## src/rtl/cdb_broadcast_pkg.sv

```systemverilog
// CDB shared types: geometry constants, ROB entry and CDB packet.
// No ports; imported by the interface, the FIFO and the top.
package cdb_broadcast_pkg;

  localparam int NUM_FU    = 4;
  localparam int WAYS      = 2;
  localparam int ROB       = 32;
  localparam int PRF       = 64;
  localparam int XLEN      = 32;
  localparam int SRC_DEPTH = 2;

  localparam int ROB_W = $clog2(ROB);
  localparam int PRN_W = $clog2(PRF);
  localparam int FU_W  =
    (NUM_FU > 1) ? $clog2(NUM_FU) : 1;

  localparam int CDB_WAYS = WAYS;

  typedef struct packed {
    logic             complete;
    logic [PRN_W-1:0] PRN;
    logic             reg_write;
    logic             direction;
    logic [XLEN-1:0]  target;
  } rob_entry_t;

  typedef struct packed {
    logic [ROB_W-1:0] ROB_idx;
    logic [PRN_W-1:0] PRN;
    logic             reg_write;
    logic [XLEN-1:0]  value;
    logic             direction;
    logic [XLEN-1:0]  target;
  } cdb_packet_t;

endpackage

```

## src/rtl/cdb_broadcast_if.sv

```systemverilog
// FU completion inputs (valid/ready) and CDB broadcast outputs.
// master: FU side + CDB consumers; slave: cdb_broadcast.
interface cdb_broadcast_if;
  import cdb_broadcast_pkg::*;

  logic [NUM_FU-1:0]            fu_valid;
  logic [NUM_FU-1:0]            fu_ready;
  logic [NUM_FU-1:0][ROB_W-1:0] fu_ROB_idx;
  logic [NUM_FU-1:0][PRN_W-1:0] fu_PRN;
  logic [NUM_FU-1:0]            fu_reg_write;
  logic [NUM_FU-1:0][XLEN-1:0]  fu_value;
  logic [NUM_FU-1:0]            fu_direction;
  logic [NUM_FU-1:0][XLEN-1:0]  fu_target;

  logic [CDB_WAYS-1:0]            CDB_valid;
  logic [CDB_WAYS-1:0][ROB_W-1:0] CDB_ROB_idx;
  logic [CDB_WAYS-1:0][PRN_W-1:0] CDB_PRN;
  logic [CDB_WAYS-1:0]            CDB_reg_write;
  logic [CDB_WAYS-1:0][XLEN-1:0]  CDB_value;
  logic [CDB_WAYS-1:0]            CDB_direction;
  logic [CDB_WAYS-1:0][XLEN-1:0]  CDB_target;

  modport master (
    output fu_valid, fu_ROB_idx, fu_PRN,
    output fu_reg_write, fu_value,
    output fu_direction, fu_target,
    input  fu_ready,
    input  CDB_valid, CDB_ROB_idx, CDB_PRN,
    input  CDB_reg_write, CDB_value,
    input  CDB_direction, CDB_target
  );

  modport slave (
    input  fu_valid, fu_ROB_idx, fu_PRN,
    input  fu_reg_write, fu_value,
    input  fu_direction, fu_target,
    output fu_ready,
    output CDB_valid, CDB_ROB_idx, CDB_PRN,
    output CDB_reg_write, CDB_value,
    output CDB_direction, CDB_target
  );

endinterface

```

## src/rtl/cdb_src_fifo.sv

```systemverilog
// Per-source completion FIFO; flush clears it, push when full drops.
// Ports: clock, reset, flush, push, pop, din, full, empty, head.
module cdb_src_fifo
  import cdb_broadcast_pkg::*;
#(
  parameter int DEPTH = SRC_DEPTH
) (
  input  logic        clock,
  input  logic        reset,
  input  logic        flush,
  input  logic        push,
  input  logic        pop,
  input  cdb_packet_t din,
  output logic        full,
  output logic        empty,
  output cdb_packet_t head
);

  localparam int PW = (DEPTH > 1) ? $clog2(DEPTH) : 1;
  localparam int CW = $clog2(DEPTH + 1);

  cdb_packet_t   mem [DEPTH];
  logic [PW-1:0] rd_ptr;
  logic [PW-1:0] wr_ptr;
  logic [CW-1:0] count;
  logic          do_push;
  logic          do_pop;

  function automatic logic [PW-1:0] nxt(
    input logic [PW-1:0] p
  );
    return (p == PW'(DEPTH - 1)) ? '0 : p + PW'(1);
  endfunction

  assign full    = (count == CW'(DEPTH));
  assign empty   = (count == '0);
  assign do_push = push && !full;
  assign do_pop  = pop && !empty;
  assign head    = mem[rd_ptr];

  always_ff @(posedge clock or negedge reset) begin
    if (!reset) begin
      rd_ptr <= '0;
      wr_ptr <= '0;
      count  <= '0;
      for (int k = 0; k < DEPTH; k++) mem[k] <= '0;
    end else if (flush) begin
      rd_ptr <= '0;
      wr_ptr <= '0;
      count  <= '0;
    end else begin
      if (do_push) begin
        mem[wr_ptr] <= din;
        wr_ptr      <= nxt(wr_ptr);
      end
      if (do_pop) rd_ptr <= nxt(rd_ptr);
      count <= count + CW'(do_push) - CW'(do_pop);
    end
  end

endmodule

```

## src/rtl/cdb_broadcast.sv

```systemverilog
// CDB transmit: per-FU FIFOs, round-robin pack into WAYS registered slots.
// Ports: clock, reset (async low), proc_nuke, bus (cdb_broadcast_if.slave).
module cdb_broadcast
  import cdb_broadcast_pkg::*;
(
  input  logic           clock,
  input  logic           reset,
  input  logic           proc_nuke,
  cdb_broadcast_if.slave bus
);

  cdb_packet_t       fu_pkt [NUM_FU];
  cdb_packet_t       head   [NUM_FU];
  logic [NUM_FU-1:0] full;
  logic [NUM_FU-1:0] empty;
  logic [NUM_FU-1:0] pop;

  for (genvar i = 0; i < NUM_FU; i++) begin : g_src
    assign fu_pkt[i] = '{
      ROB_idx:   bus.fu_ROB_idx[i],
      PRN:       bus.fu_PRN[i],
      reg_write: bus.fu_reg_write[i],
      value:     bus.fu_value[i],
      direction: bus.fu_direction[i],
      target:    bus.fu_target[i]
    };

    cdb_src_fifo #(.DEPTH(SRC_DEPTH)) u_fifo (
      .clock (clock),
      .reset (reset),
      .flush (proc_nuke),
      .push  (bus.fu_valid[i]),
      .pop   (pop[i]),
      .din   (fu_pkt[i]),
      .full  (full[i]),
      .empty (empty[i]),
      .head  (head[i])
    );
  end

  assign bus.fu_ready = ~full;

  logic [FU_W-1:0]     rr_ptr;
  logic [FU_W-1:0]     rr_nxt;
  logic [FU_W-1:0]     last;
  logic [FU_W-1:0]     idx;
  logic [FU_W:0]       sum;
  logic                placed;
  logic [CDB_WAYS-1:0] slot_vld;
  cdb_packet_t         slot_pkt [CDB_WAYS];

  // Each source in scan order takes the lowest free slot, if any.
  always_comb begin
    pop      = '0;
    slot_vld = '0;
    last     = rr_ptr;
    idx      = '0;
    sum      = '0;
    placed   = 1'b0;
    for (int w = 0; w < CDB_WAYS; w++) slot_pkt[w] = '0;
    for (int k = 0; k < NUM_FU; k++) begin
      sum = {1'b0, rr_ptr} + (FU_W+1)'(k);
      if (sum >= (FU_W+1)'(NUM_FU))
        sum = sum - (FU_W+1)'(NUM_FU);
      idx    = sum[FU_W-1:0];
      placed = 1'b0;
      for (int w = 0; w < CDB_WAYS; w++) begin
        if (!empty[idx] && !placed && !slot_vld[w]) begin
          slot_vld[w] = 1'b1;
          slot_pkt[w] = head[idx];
          pop[idx]    = 1'b1;
          last        = idx;
          placed      = 1'b1;
        end
      end
    end
  end

  assign rr_nxt = (last == FU_W'(NUM_FU - 1)) ?
                  '0 : last + FU_W'(1);

  cdb_packet_t         cdb_q [CDB_WAYS];
  logic [CDB_WAYS-1:0] cdb_vld_q;

  always_ff @(posedge clock or negedge reset) begin
    if (!reset) begin
      rr_ptr    <= '0;
      cdb_vld_q <= '0;
      for (int w = 0; w < CDB_WAYS; w++) cdb_q[w] <= '0;
    end else if (proc_nuke) begin
      rr_ptr    <= '0;
      cdb_vld_q <= '0;
      for (int w = 0; w < CDB_WAYS; w++) cdb_q[w] <= '0;
    end else begin
      if (|pop) rr_ptr <= rr_nxt;
      cdb_vld_q <= slot_vld;
      for (int w = 0; w < CDB_WAYS; w++)
        cdb_q[w] <= slot_pkt[w];
    end
  end

  assign bus.CDB_valid = cdb_vld_q;

  for (genvar w = 0; w < CDB_WAYS; w++) begin : g_out
    assign bus.CDB_ROB_idx[w]   = cdb_q[w].ROB_idx;
    assign bus.CDB_PRN[w]       = cdb_q[w].PRN;
    assign bus.CDB_reg_write[w] = cdb_q[w].reg_write;
    assign bus.CDB_value[w]     = cdb_q[w].value;
    assign bus.CDB_direction[w] = cdb_q[w].direction;
    assign bus.CDB_target[w]    = cdb_q[w].target;
  end

endmodule

```

## src/flat_wrapper.sv

```systemverilog
// flat-port wrapper written by rule: the top's interface ports become plain ports
module cdb_broadcast_flat import cdb_broadcast_pkg::*;
  (clock, reset, proc_nuke, bus_fu_valid, bus_fu_ROB_idx, bus_fu_PRN, bus_fu_reg_write, bus_fu_value, bus_fu_direction, bus_fu_target, bus_fu_ready, bus_CDB_valid, bus_CDB_ROB_idx, bus_CDB_PRN, bus_CDB_reg_write, bus_CDB_value, bus_CDB_direction, bus_CDB_target);
  cdb_broadcast_if bus_i ();
  input  logic clock;
  input  logic reset;
  input  logic proc_nuke;
  input wire logic [$bits(bus_i.fu_valid)-1:0] bus_fu_valid;
  input wire logic [$bits(bus_i.fu_ROB_idx)-1:0] bus_fu_ROB_idx;
  input wire logic [$bits(bus_i.fu_PRN)-1:0] bus_fu_PRN;
  input wire logic [$bits(bus_i.fu_reg_write)-1:0] bus_fu_reg_write;
  input wire logic [$bits(bus_i.fu_value)-1:0] bus_fu_value;
  input wire logic [$bits(bus_i.fu_direction)-1:0] bus_fu_direction;
  input wire logic [$bits(bus_i.fu_target)-1:0] bus_fu_target;
  output wire logic [$bits(bus_i.fu_ready)-1:0] bus_fu_ready;
  output wire logic [$bits(bus_i.CDB_valid)-1:0] bus_CDB_valid;
  output wire logic [$bits(bus_i.CDB_ROB_idx)-1:0] bus_CDB_ROB_idx;
  output wire logic [$bits(bus_i.CDB_PRN)-1:0] bus_CDB_PRN;
  output wire logic [$bits(bus_i.CDB_reg_write)-1:0] bus_CDB_reg_write;
  output wire logic [$bits(bus_i.CDB_value)-1:0] bus_CDB_value;
  output wire logic [$bits(bus_i.CDB_direction)-1:0] bus_CDB_direction;
  output wire logic [$bits(bus_i.CDB_target)-1:0] bus_CDB_target;
  assign bus_i.fu_valid = bus_fu_valid;
  assign bus_i.fu_ROB_idx = bus_fu_ROB_idx;
  assign bus_i.fu_PRN = bus_fu_PRN;
  assign bus_i.fu_reg_write = bus_fu_reg_write;
  assign bus_i.fu_value = bus_fu_value;
  assign bus_i.fu_direction = bus_fu_direction;
  assign bus_i.fu_target = bus_fu_target;
  assign bus_fu_ready = bus_i.fu_ready;
  assign bus_CDB_valid = bus_i.CDB_valid;
  assign bus_CDB_ROB_idx = bus_i.CDB_ROB_idx;
  assign bus_CDB_PRN = bus_i.CDB_PRN;
  assign bus_CDB_reg_write = bus_i.CDB_reg_write;
  assign bus_CDB_value = bus_i.CDB_value;
  assign bus_CDB_direction = bus_i.CDB_direction;
  assign bus_CDB_target = bus_i.CDB_target;
  cdb_broadcast u_core (.clock(clock), .reset(reset), .proc_nuke(proc_nuke), .bus(bus_i));
endmodule
```

## config.mk

```make
export PLATFORM = sky130hd
export DESIGN_NAME = cdb_broadcast_flat
export DESIGN_NICKNAME = d
export VERILOG_FILES = /design/src/rtl/cdb_broadcast_pkg.sv /design/src/rtl/cdb_broadcast_if.sv /design/src/rtl/cdb_src_fifo.sv /design/src/rtl/cdb_broadcast.sv /design/src/flat_wrapper.sv
export SDC_FILE = /design/constraint.sdc
export NUM_CORES = 2
export LEC_CHECK = 0
export ABC_AREA = 1
export CAP_MARGIN = 20
export CORE_MARGIN = 4
export CORE_UTILIZATION = 40
export DETAILED_ROUTE_END_ITERATION = 12
export PLACE_DENSITY = 0.69
export SYNTH_ARGS = -nofsm -noshare
export SYNTH_HDL_FRONTEND = slang
export SYNTH_HIERARCHICAL = 1
export SYNTH_SLANG_ARGS = --single-unit
```

## constraint.sdc

```tcl
create_clock -name clock -period 5.9 [get_ports clock]
set_input_delay 1.18 -clock clock [delete_from_list [all_inputs] [get_ports clock]]
set_output_delay 1.18 -clock clock [all_outputs]
set_load 0.05 [all_outputs]
```

==> impl_metrics.ini <==
[clock_network]
insertion_delay_ps = 690
clock_pin_transition_on_the_worst_setup_and_hold_timing_paths_ps = 60
numCtsBuffers = 93
post_cts_hold_buffer_count = 0
htree_num_levels = 3
tritoncts = yes
clock_path_buffers = 3
cts-root-buf = clkbuf_16
post_cts_setup_buffer_count = 0
clock_sink_count = 790
resized_gates_after_cts = 0

[timing]
post-route-worst-setup-slack_ps = 1090
final.min_clock_period_ps = 4810
setup-violations-final = 0
timing.setup.tns_ps = 0
fin_skew_ps = 29.7
pins_over_slew_limit = 0
max-slew-margin-rel_pct = 25.3
max_slew.worst_pin.slew_ps = 1120
maxClockFrequency_mhz = 208
rsz0062_at_grt = no
post-route-period-util_pct = 81.5
hold-worst-slack_ps = 467
finalHoldViolCount = 0

[setup_path]
cp.depth = 17
rr_worst_depth = 17
critical_path.n_buffers_inverters = 5
wp_data_required_ps = 6460
worst-endpoint-arrival_ps = 5370
crit-reg2reg-launch = u_core/rr_ptr[1]
setup.worst_path.class = flip-flop to flip-flop
critical_path.startpoint_type = flip-flop
critPathSlowestCell = buf_4
startpoint_of_the_worst_setup_timing_path = u_core/rr_ptr[1]
crit_family = buffers and inverters
crit_end = u_core/g_src[1].u_fifo/count[1]
rr_endpoint = u_core/g_src[1].u_fifo/count[1]
setup.worst_path.end_class = flip-flop
crit_path_frequent_cell = nand3_1
critical_path_peak_fanout = 102
cpPeakStageDelay_ps = 700
reg2reg_slack_ps = 1090
cp_cell_sequence = inv_8 > ha_4 > inv_4 > nand3_1 > nand2_2 > nand2_4 > buf_4 > nand3_1 > o21ai_1 > nand2_1 > inv_1 > ha_1 > inv_1 > ha_1 > nand3_1 > nand2_1 > nor2_1

[global_route]
antenna_found_initial = 18
grt_max_degree = 289
sum_of_overflow_across_all_layers_after_global_routing = 0
globalRouteMet2Util_pct = 48.0
grt_pass1_wl_um = 274000
number_of_global_route_vias_before_repair = 42546
top_usage_layer = met2
grtUsageTotal_pct = 30.5
grt_use_met3_pct = 5.90
groute.layer.met1.usage_pct = 38.3

[floorplanning]
floorplan.die_area_um2 = 118000
core_area_um2 = 111000
die-height_um = 344
core.rowCount = 122
floorplan.io_pins = 475
initial_core_util_pct = 40.6
fp.dieW_um = 344

[power_and_ir_drop]
worst_ir_drop_vdd_mv = 0.484
netSwitchingPower_mw = 19.4
leakagePower_nw = 26.1
power_per_cell_area_nw_per_um2 = 684
p_sw_share_pct = 53.1
power.share.clock_pct = 16.0
comb_power_share_pct = 58.1
sequentialPowerShare_pct = 25.9
power.internal_mw = 17.1

[synthesis]
ys_ff_latch = 790
netlist.top_cell.by_area = dfrtp_1
postSynth.topFlopCell = dfrtp_1
cell_area_after_technology_mapping_um2 = 45100
synth.yosys.seq_area_share_pct = 43.8
postSynth.asyncResetShare_pct = 100
synth.area.top_cells = dfrtp_1 (44%), nand2_1 (24%), nand4_1 (9.1%)
synth_most_common_cell = nand2_1
post_synth.cell_area_avg_um2 = 6.98
synth_nets = 6796
synth-warning-count = 6
yosys-top-cells-count = nand2_1 (2858), dfrtp_1 (790), o21ai_0 (727)
synth_edf_count = 0
post-synth-top-area-fraction_pct = 43.8
synthCells = 6469
synth_cell_type_count = 29

[finish]
final_cell_count_no_fill = 8107
layout-drive-gt1-share_pct = 4.43
post-route-util_pct = 47.9
synthToLayoutAreaGrowth_pct = 18.2
layout.nets = 6867
fill_cells = 10847

[route]
count_of_routing_violations_after_the_opening_detailed_route_iteration = 5270
detailedRoute.firstPassIterationCount = 9
drc_errors = 0
detail-route-antenna-nets = 0
wl_per_cell_um = 22.9
detailroute.via_count = 46136
postRouteWirelength_um = 186000
via_density = 5.69

[placement]
pre_cts_setup_slack_ps = 1200
detailedPlacementHpwl_um = 125000
place.port_buffers = 474
dp_cells = 7923
gp_weighted_congestion = 0.915

[worst_hold_path]
whs_path_depth = 2
worst_hold_path_type = flip-flop to flip-flop

[outcome]
run_status = finished clean

[run]
cap_violations = 0
==> worst min-delay path by stage <==
stage,start,endpoint,slack [ps]
final,u_core/g_src[0].u_fifo/mem[41],u_core/g_src[0].u_fifo/mem[41],470
after global routing,u_core/g_src[3].u_fifo/mem[9],u_core/g_src[3].u_fifo/mem[9],480
after CTS,u_core/g_src[3].u_fifo/mem[1],u_core/g_src[3].u_fifo/mem[1],470
after detailed placement,u_core/g_src[3].u_fifo/mem[1],u_core/g_src[3].u_fifo/mem[1],460
after global placement,u_core/g_src[3].u_fifo/mem[73],u_core/g_src[3].u_fifo/mem[73],450
after floorplan,u_core/g_src[0].u_fifo/mem[67],u_core/g_src[0].u_fifo/mem[67],440
==> final cells by class <==
| class | instances | area, µm² | area share, % |
|---|---|---|---|
| clock inverter | 25 | 233 | 0.436 |
| multi-input combinational | 4810 | 21900 | 41.0 |
| timing repair buffer | 550 | 5600 | 10.5 |
| antenna | 7 | 17.5 | 0.0328 |
| inverter | 295 | 1120 | 2.11 |
| sequential | 790 | 19800 | 37.1 |
| clock buffer | 142 | 2850 | 5.33 |
| tap | 1488 | 1860 | 3.49 |
==> flip-flops by register name, summed over array words and instances (netlist names) <==
signal                      flops
u_core/g_src.u_fifo/rd_ptr      4
u_core/rr_ptr                   2
u_core/bus.CDB_valid            2
u_core/bus.CDB_ROB_idx         10
u_core/bus.CDB_direction        2
u_core/g_src.u_fifo/mem       616
u_core/bus.CDB_value           64
u_core/bus.CDB_reg_write        2
u_core/g_src.u_fifo/count       8
u_core/bus.CDB_PRN             12
u_core/bus.CDB_target          64
u_core/g_src.u_fifo/wr_ptr      4
==> cell families after synthesis <==
| family | Yosys count | share of synthesized area (%) |
|---|---|---|
| buffers and inverters | 869 | 8.10 |
| adder cells (fa/ha/maj) | 12 | 0.333 |
| flip-flops | 790 | 43.8 |
| multiplexers | 1 | 0.0222 |
| AO/OA/AOI/OAI | 1129 | 13.2 |
| AND/OR/NAND/NOR | 3668 | 34.6 |
==> cell usage in the layout, fill, tap and decap left out, types with 2 or more instances in the layout <==
cell,count
o21ai_0,727
nor2_2,2
nand2_1,2853
clkbuf_16,96
o22ai_1,77
inv_2,9
clkbuf_1,19
nor2_1,91
nand3_4,10
ha_1,11
clkinv_2,15
buf_4,61
dfrtp_2,4
nand2_4,9
nand4_1,654
buf_12,12
clkdlybuf4s50_1,468
a211oi_1,78
clkbuf_8,27
inv_4,3
buf_16,7
inv_1,281
dfrtp_1,785
nand3_1,29
nand2_2,7
bufinv_16,3
clkinvlp_4,4
a21oi_1,81
nor2_4,10
diode_2,7
inv_6,3
o21ai_1,163
==> per-stage QoR <==
| step | total power [mW] | area, µm² |
|---|---|---|
| 2_1_floorplan | 23.0 | 45100 |
| 3_3_place_gp | 29.8 | 50000 |
| 3_5_place_dp | 30.0 | 50000 |
| 4_1_cts | 36.0 | 53100 |
| 5_1_grt | 39.0 | 53300 |
| 6_report | 36.5 | 53300 |
==> worst min-delay path: cells and delay by family, from the launching register on <==
family / cells / cell delay, ps
flops: 1 / 340
simple gates: 2 / 100
==> per-layer routing <==
metal,vias up,share of wire (%)
met2,2153,46
met3,462,8.3
met1,21923,38
met4,22,7.8
li1,21576,-
met5,-,0.085
==> power groups by stage <==
stage | combinational, mW | sequential, mW | clock, mW
final | 21.2 | 9.44 | 5.84
after detailed placement | 20.6 | 9.44 | 0
after global routing | 23.2 | 9.70 | 6.14
after global placement | 20.4 | 9.39 | 0
after CTS | 20.7 | 9.39 | 5.91
after floorplan | 13.1 | 9.89 | 0
(Power assumes the default switching activity.)
